`src/rtl/fetch_queue_stage.sv`:
```
// Instruction-fetch stage: drives a 1-cycle-latency instruction memory and buffers
// returned instructions in a small prefetch queue handed to ID over valid/ready.
module fetch_queue_stage #(
    parameter int              XLEN     = 32,
    parameter int              ILEN     = 32,
    parameter int              QDEPTH   = 4,
    parameter logic [XLEN-1:0] RESET_PC = '0,
    parameter int              PC_STEP  = 4
) (
    input  logic                        clk,
    input  logic                        rst,
    input  logic                        redirect_valid,
    input  logic [XLEN-1:0]             redirect_pc,
    output logic                        imem_req,
    output logic [XLEN-1:0]             imem_addr,
    input  logic [ILEN-1:0]             imem_rdata,
    output logic                        id_valid,
    input  logic                        id_ready,
    output logic [ILEN-1:0]             id_inst,
    output logic [XLEN-1:0]             id_pc,
    output logic [XLEN-1:0]             id_pc_next,
    output logic [XLEN-1:0]             pc_current,
    output logic [$clog2(QDEPTH+1)-1:0] q_count
);
    localparam int              AW   = $clog2(QDEPTH);
    localparam int              CW   = $clog2(QDEPTH+1);
    localparam int              OW   = CW + 1;
    localparam logic [OW-1:0]   QD   = OW'(QDEPTH);
    localparam logic [XLEN-1:0] STEP = XLEN'(PC_STEP);

    logic [XLEN-1:0] pc;
    logic [XLEN-1:0] inflight_pc;
    logic            inflight;
    logic [AW-1:0]   rd_ptr;
    logic [AW-1:0]   wr_ptr;
    logic [CW-1:0]   count;
    logic [OW-1:0]   occ;
    logic            push;
    logic            pop;

    logic [ILEN-1:0] q_inst [QDEPTH];
    logic [XLEN-1:0] q_pc   [QDEPTH];

    // Eligibility counts the in-flight response so the queue can never overflow.
    assign occ      = {1'b0, count} + {{CW{1'b0}}, inflight};
    assign imem_req = rst & ~redirect_valid & (occ < QD);
    assign imem_addr  = pc;
    assign pc_current = pc;
    assign q_count    = count;

    assign id_valid   = (count != '0);
    assign id_inst    = id_valid ? q_inst[rd_ptr] : '0;
    assign id_pc      = id_valid ? q_pc[rd_ptr] : '0;
    assign id_pc_next = id_valid ? q_pc[rd_ptr] + STEP : '0;

    // A redirect squashes both the returning response and any ID pop.
    assign push = inflight & ~redirect_valid;
    assign pop  = id_valid & id_ready & ~redirect_valid;

    always_ff @(posedge clk or negedge rst) begin
        if (!rst) begin
            pc          <= RESET_PC;
            inflight    <= 1'b0;
            inflight_pc <= '0;
            rd_ptr      <= '0;
            wr_ptr      <= '0;
            count       <= '0;
        end else if (redirect_valid) begin
            pc       <= redirect_pc;
            inflight <= 1'b0;
            rd_ptr   <= '0;
            wr_ptr   <= '0;
            count    <= '0;
        end else begin
            inflight <= imem_req;
            if (imem_req) begin
                pc          <= pc + STEP;
                inflight_pc <= pc;
            end
            if (push) wr_ptr <= wr_ptr + AW'(1);
            if (pop)  rd_ptr <= rd_ptr + AW'(1);
            if (push && !pop)      count <= count + CW'(1);
            else if (pop && !push) count <= count - CW'(1);
        end
    end

    // Payload storage needs no reset: empty slots are masked at the output.
    always_ff @(posedge clk) begin
        if (push) begin
            q_inst[wr_ptr] <= imem_rdata;
            q_pc[wr_ptr]   <= inflight_pc;
        end
    end

    assert property (@(posedge clk) disable iff (!rst) occ <= QD);

endmodule

```
`config.mk`:
```
export PLATFORM = sky130hd
export DESIGN_NAME = fetch_queue_stage
export DESIGN_NICKNAME = d
export VERILOG_FILES = /design/src/rtl/fetch_queue_stage.sv
export SDC_FILE = /design/constraint.sdc
export NUM_CORES = 1
export LEC_CHECK = 0
export CELL_PAD_IN_SITES_DETAIL_PLACEMENT = 0
export CELL_PAD_IN_SITES_GLOBAL_PLACEMENT = 1
export CORE_MARGIN = 2
export CORE_UTILIZATION = 40
export DETAILED_ROUTE_END_ITERATION = 8
export HOLD_SLACK_MARGIN = 0.1
export PLACE_DENSITY = 0.85
export SLEW_MARGIN = 30
export SYNTH_ARGS = -nofsm -noshare
export SYNTH_HDL_FRONTEND = slang
export SYNTH_SLANG_ARGS = --single-unit
```
`constraint.sdc`:
```
create_clock -name clk -period 2.8 [get_ports clk]
set_input_delay 0.56 -clock clk [delete_from_list [all_inputs] [get_ports clk]]
set_output_delay 0.56 -clock clk [all_outputs]
set_load 0.05 [all_outputs]
```
After elaboration in Yosys (flattened, before gate mapping)
Memory sizes are Yosys's and may differ from the RTL's.
Cells that the tools add are included.
{ "word_totals": {"register_bits": 72, "mem_bits_rw": 256, "output_inout_bits": 165, "n_memories": 2} }
{ "memory_table": {"columns": ["name", "words", "width", "read_ports", "rd_clocked_by_memory_dff", "write_ports", "line_no", "rtl"], "rows": [
  ["q_inst", 4, 32, 1, 0, 1, "41", "logic [ILEN-1:0] q_inst [QDEPTH];"],
  ["q_pc", 4, 32, 1, 0, 1, "42", "logic [XLEN-1:0] q_pc [QDEPTH];"]
]} }
{ "classes": {"addsub": 7, "n_lt_le_gt_ge": 1, "muxes": 15, "bitwise_logic": 6, "n_reduce_logical": 10} }
{ "ops": {"columns": ["operator", "n"], "rows": [
  ["2-to-1 mux 32 bit", 5],
  ["adder 32 x 3 -> 32 bit (second input constant)", 2],
  ["2-to-1 mux 3 bit", 3],
  ["2-to-1 mux 2 bit", 4],
  ["nonzero test 2 bit", 3],
  ["nonzero test 3 bit", 2],
  ["AND 1 bit", 5],
  ["adder 2 x 1 -> 2 bit (second input constant)", 2],
  ["adder 3 x 1 -> 4 bit", 1],
  ["< comparator 4 x 3 -> 1 bit (second input constant)", 1],
  ["adder 3 x 1 -> 3 bit (second input constant)", 1],
  ["2-to-1 mux 1 bit", 3],
  ["subtractor 3 x 1 -> 3 bit (second input constant)", 1],
  ["logical AND 1 bit", 2],
  ["zero test 1 bit", 2],
  ["AND reduction 2 bit", 1],
  ["inverter 1 bit", 1]
]} }

Logic depth before layout (Yosys ltp)
{ "logic_depth": {"ltp_word": 7, "depth_mapped": 10} }

Worst setup path before layout
No wires, ideal clock.
{ "synth_timing": {"path_kind": "reg2out", "startpoint": "reg rd_ptr[0]", "endpoint": "out id_pc_next[18]", "t_arrival_ns": 3.051, "setup_slack_ns": -0.811, "path_stages_with_launch": 9, "cell_sequence": "dfrtp_1 buf_6 buf_12 mux4_1 ha_1 nand2_1 or4_4 or3_1 a21oi_1"} }
{ "synth_between": {"elab_chain_cells": 3} }
{ "synth_lines": {"columns": ["item", "line_no", "rtl"], "rows": [
  ["from (decl)", "34", "logic [AW-1:0] rd_ptr;"],
  ["from (signal assigned)", "81", "if (pop) rd_ptr <= rd_ptr + AW'(1);"],
  ["memory read (4 x 32 bit)", null, null],
  ["adder 32 x 3 -> 32 bit", "54", "assign id_pc_next = id_valid ? q_pc[rd_ptr] + STEP : '0;"],
  ["2-to-1 mux 32 bit", "54", null],
  ["to (decl)", "21", "output logic [XLEN-1:0] id_pc_next,"]
]} }
Every way passes these cells.

Final worst setup path
{ "layout_timing": {"startpoint": "reg rd_ptr[0]", "endpoint": "out id_pc_next[20]"} }
Same word-level chain as after synthesis.

==> metrics.csv <==
metric,value,unit
power.total,22000,uW
grt_max_degree,73,
grt.busiest_layer,met2,
synth-seq-cells,328,
fmax,284,MHz
clkTransAtPathRegs,60,ps
worst-path-buf-inv,3,
die_x,193,um
crit_path_cell_trace,buf_12 > mux4_2 > nand4_2 > or4_4 > buf_4 > nor2_4 > xor2_2 > nor2_4 > buf_12,
drt-total-wl,33300,um
cts_tree,yes,
clk_latency,510,ps
dp_hpwl,21200,um
maxCapViolCount,0,
yosysWarnings,0,
cp-start-kind,flop,
yosysMostFrequentCell,edfxtp_1,
p_int,13100,uW
hold_violations,0,
synth_compound_area_share,3.92,%
antenna_found_initial,0,
vias,8996,
place.gp.congestion,0.762,
synth_fp_nets,1030,
port_buffers,232,
setup_viol,62,
synthFlopType,edfxtp_1,
grt_pass1_wl,50600,um
start_util,40.4,%
drc,0,
p_leak,0.00702,uW
root_buffer,clkbuf_16,
cp_slowest_cell,or4_4,
use_met2,28.8,%
die_y,193,um
netlist_area,0.0143,mm2
cts_inserted_buffers,35,
yosys.cell_types.count,63,
slew_headroom,54.1,%
vias_per_cell,5.25,
routedWlPerCell,19.5,um
power_frac_clock,19.7,%
rsz0062_at_grt,yes,
final-max-slew-violation-count,0,
end_kind,output port,
num_antenna_cells,0,
reg2reg_to,imem_addr[28]$_DFFE_PN0P_,
synth_cells,955,
clock-sinks,328,
fillers,2773,
powerDensity,1140,mW/mm2
rrSetupSlack,320,ps
pin_count,233,
fin_crit_sh,126,%
synth-edff-count,256,
worst_slack,-727,ps
synthMuxAreaShare,11.1,%
switching_share,40.5,%
crit_required,2240,ps
critPathKind,flop to output port,
postCtsHoldBufs,0,
fin_skew,13.4,ps
outcome,finished with violations,
synth_xor_area_share,1.90,%
finalNetCount,1303,
grt_overflow,0,
synth_top_area_share,53.9,%
cts_buffer_depth,3,
violations,negative setup slack,
gr-usage-all-layers,17.6,%
dieArea,0.0372,mm2
max_stage_delay,600,ps
path_max_fanout,18,
met3_usage,3.11,%
postRouteAntennaNets,0,
async_flop_share,22.0,%
worst_slew_pin_slew,683,ps
p_switching,8920,uW
final.setup.tns,-19460,ps
coreArea,0.0353,mm2
yosys.area_share.adder,0.667,%
combPwrFrac,51.1,%
hold_class,input port to asynchronous set/reset pin,
finalCriticalPeriod,3530,ps
drt_iter0_drc,698,
avgSynthCellArea,14.9,um2
reg2reg_from,imem_addr[2]$_DFFE_PN0P_,
synthTopCellsByCount,"256 x edfxtp_1, 136 x nand2_1, 72 x dfrtp_1",
dr.pass1.iters,5,
use_met1,24.6,%
synthTopCellsByArea,"edfxtp_1 54%, dfrtp_1 13%, mux4_2 7.0%",
synth_area_leader_cell,edfxtp_1,
path_delay_family,simple AND/OR/NAND/NOR gates,
grt_pass1_vias,9157,
yosys.area_share.simple,11.9,%
syn_to_final_growth,35.5,%
arrival,2970,ps
r2r_cells,7,
peakVddDrop,0.899,mV
seqPwrFrac,29.2,%
rows,69,
ys_seq_area_share,66.6,%
drive_gt1_share,30.9,%
synth_top_family_by_area,simple AND/OR/NAND/NOR gates,
cts-htree-levels,2,
-- per-layer routing --
layer	share of wire, %	wire length, um	up-vias
met2	48	15900	398
met3	7.9	2620	49
li1	-	-	4094
met5	0	0	-
met1	42	14100	4455
met4	2.2	719	0
-- kinds of logic (layout without fill, tap and decap cells) --
| family | after synthesis | count (layout) |
|---|---|---|
| DFF | 328 | 328 |
| and+or+nand+nor | 334 | 334 |
| xor gates and xnor gates | 31 | 31 |
| muxes | 71 | 71 |
| adders and majority gates | 7 | 7 |
| AOI/OAI and AO/OA | 86 | 86 |
| buffers and inverters | 98 | 394 |
-- sequential cells by signal, indices dropped and copies added (netlist names) --
name / cells
inflight: 1
imem_addr: 32
q_inst: 128
rd_ptr: 2
q_count: 3
q_pc: 128
wr_ptr: 2
inflight_pc: 32
-- placed cells by master, fill, tap and decap left out, types with 7 or more instances in the layout --
master | synthesis | routed
and2_4 | 0 | 32
nor2_4 | 0 | 17
nand4_1 | 12 | 12
mux4_2 | 44 | 51
o21ai_0 | 33 | 32
a31oi_1 | 9 | 9
nand2_1 | 136 | 135
nor2_2 | 0 | 9
xnor2_1 | 9 | 7
nor2_1 | 44 | 18
buf_6 | 1 | 51
dfrtp_1 | 72 | 70
buf_4 | 34 | 93
nand3_1 | 23 | 20
edfxtp_1 | 256 | 256
clkbuf_16 | 0 | 38
clkdlybuf4s50_1 | 0 | 133
xor2_2 | 0 | 9
xor2_1 | 22 | 13
buf_12 | 1 | 40
clkbuf_1 | 36 | 10
inv_1 | 11 | 9
a21oi_1 | 11 | 7
and2_1 | 70 | 38
mux4_1 | 19 | 12
o311ai_0 | 9 | 9
-- power groups by stage --
stage,Sequential [uW],Clock [uW],Combinational (uW)
2_1_floorplan,6620,0,6500
3_3_place_gp,6460,0,10400
3_5_place_dp,6520,0,10500
4_1_cts,6430,4450,10600
5_1_grt,6510,4670,11800
6_report,6430,4350,11200
-- cell type report --
cell class	instances	area (um2)	share of cell area, %
tap	461	577	2.99
clock inverter	12	124	0.641
timing repair buffer	322	3510	18.2
clock buffer	48	966	5.00
multi-input combinational	529	4600	23.8
inverter	12	45.0	0.233
sequential	328	9490	49.2
-- per-stage QoR --
step	instances	util (%)	setup WS [ps]	hold WS [ps]	area [um2]
2_1_floorplan	955	-	-258	264	14400
3_3_place_gp	1640	50.0	-177	486	17700
3_5_place_dp	1640	50.0	-212	506	17700
4_1_cts	1707	53.6	-731	327	18900
5_1_grt	1712	54.7	-841	222	19300
6_report	1712	54.7	-727	166	19300
-- repair_timing --
action	4_1_cts	5_1_grt
pin swaps	10	8
buffers inserted	7	2
setup endpoints to repair	89	92
cloned	0	3
resized for setup	25	93
-- worst max-delay path by stage --
stage,from,to,slack [ps],cells after the start
2_1_floorplan,rd_ptr[0]$_DFFE_PN0P_,id_pc_next[18],-260,8
3_3_place_gp,rd_ptr[0]$_DFFE_PN0P_,id_pc_next[18],-180,8
3_5_place_dp,rd_ptr[0]$_DFFE_PN0P_,id_pc_next[18],-210,8
4_1_cts,rd_ptr[0]$_DFFE_PN0P_,id_pc_next[18],-730,7
5_1_grt,rd_ptr[0]$_DFFE_PN0P_,id_pc_next[20],-840,9
6_report,rd_ptr[0]$_DFFE_PN0P_,id_pc_next[20],-730,9
(Power assumes the default switching activity.)
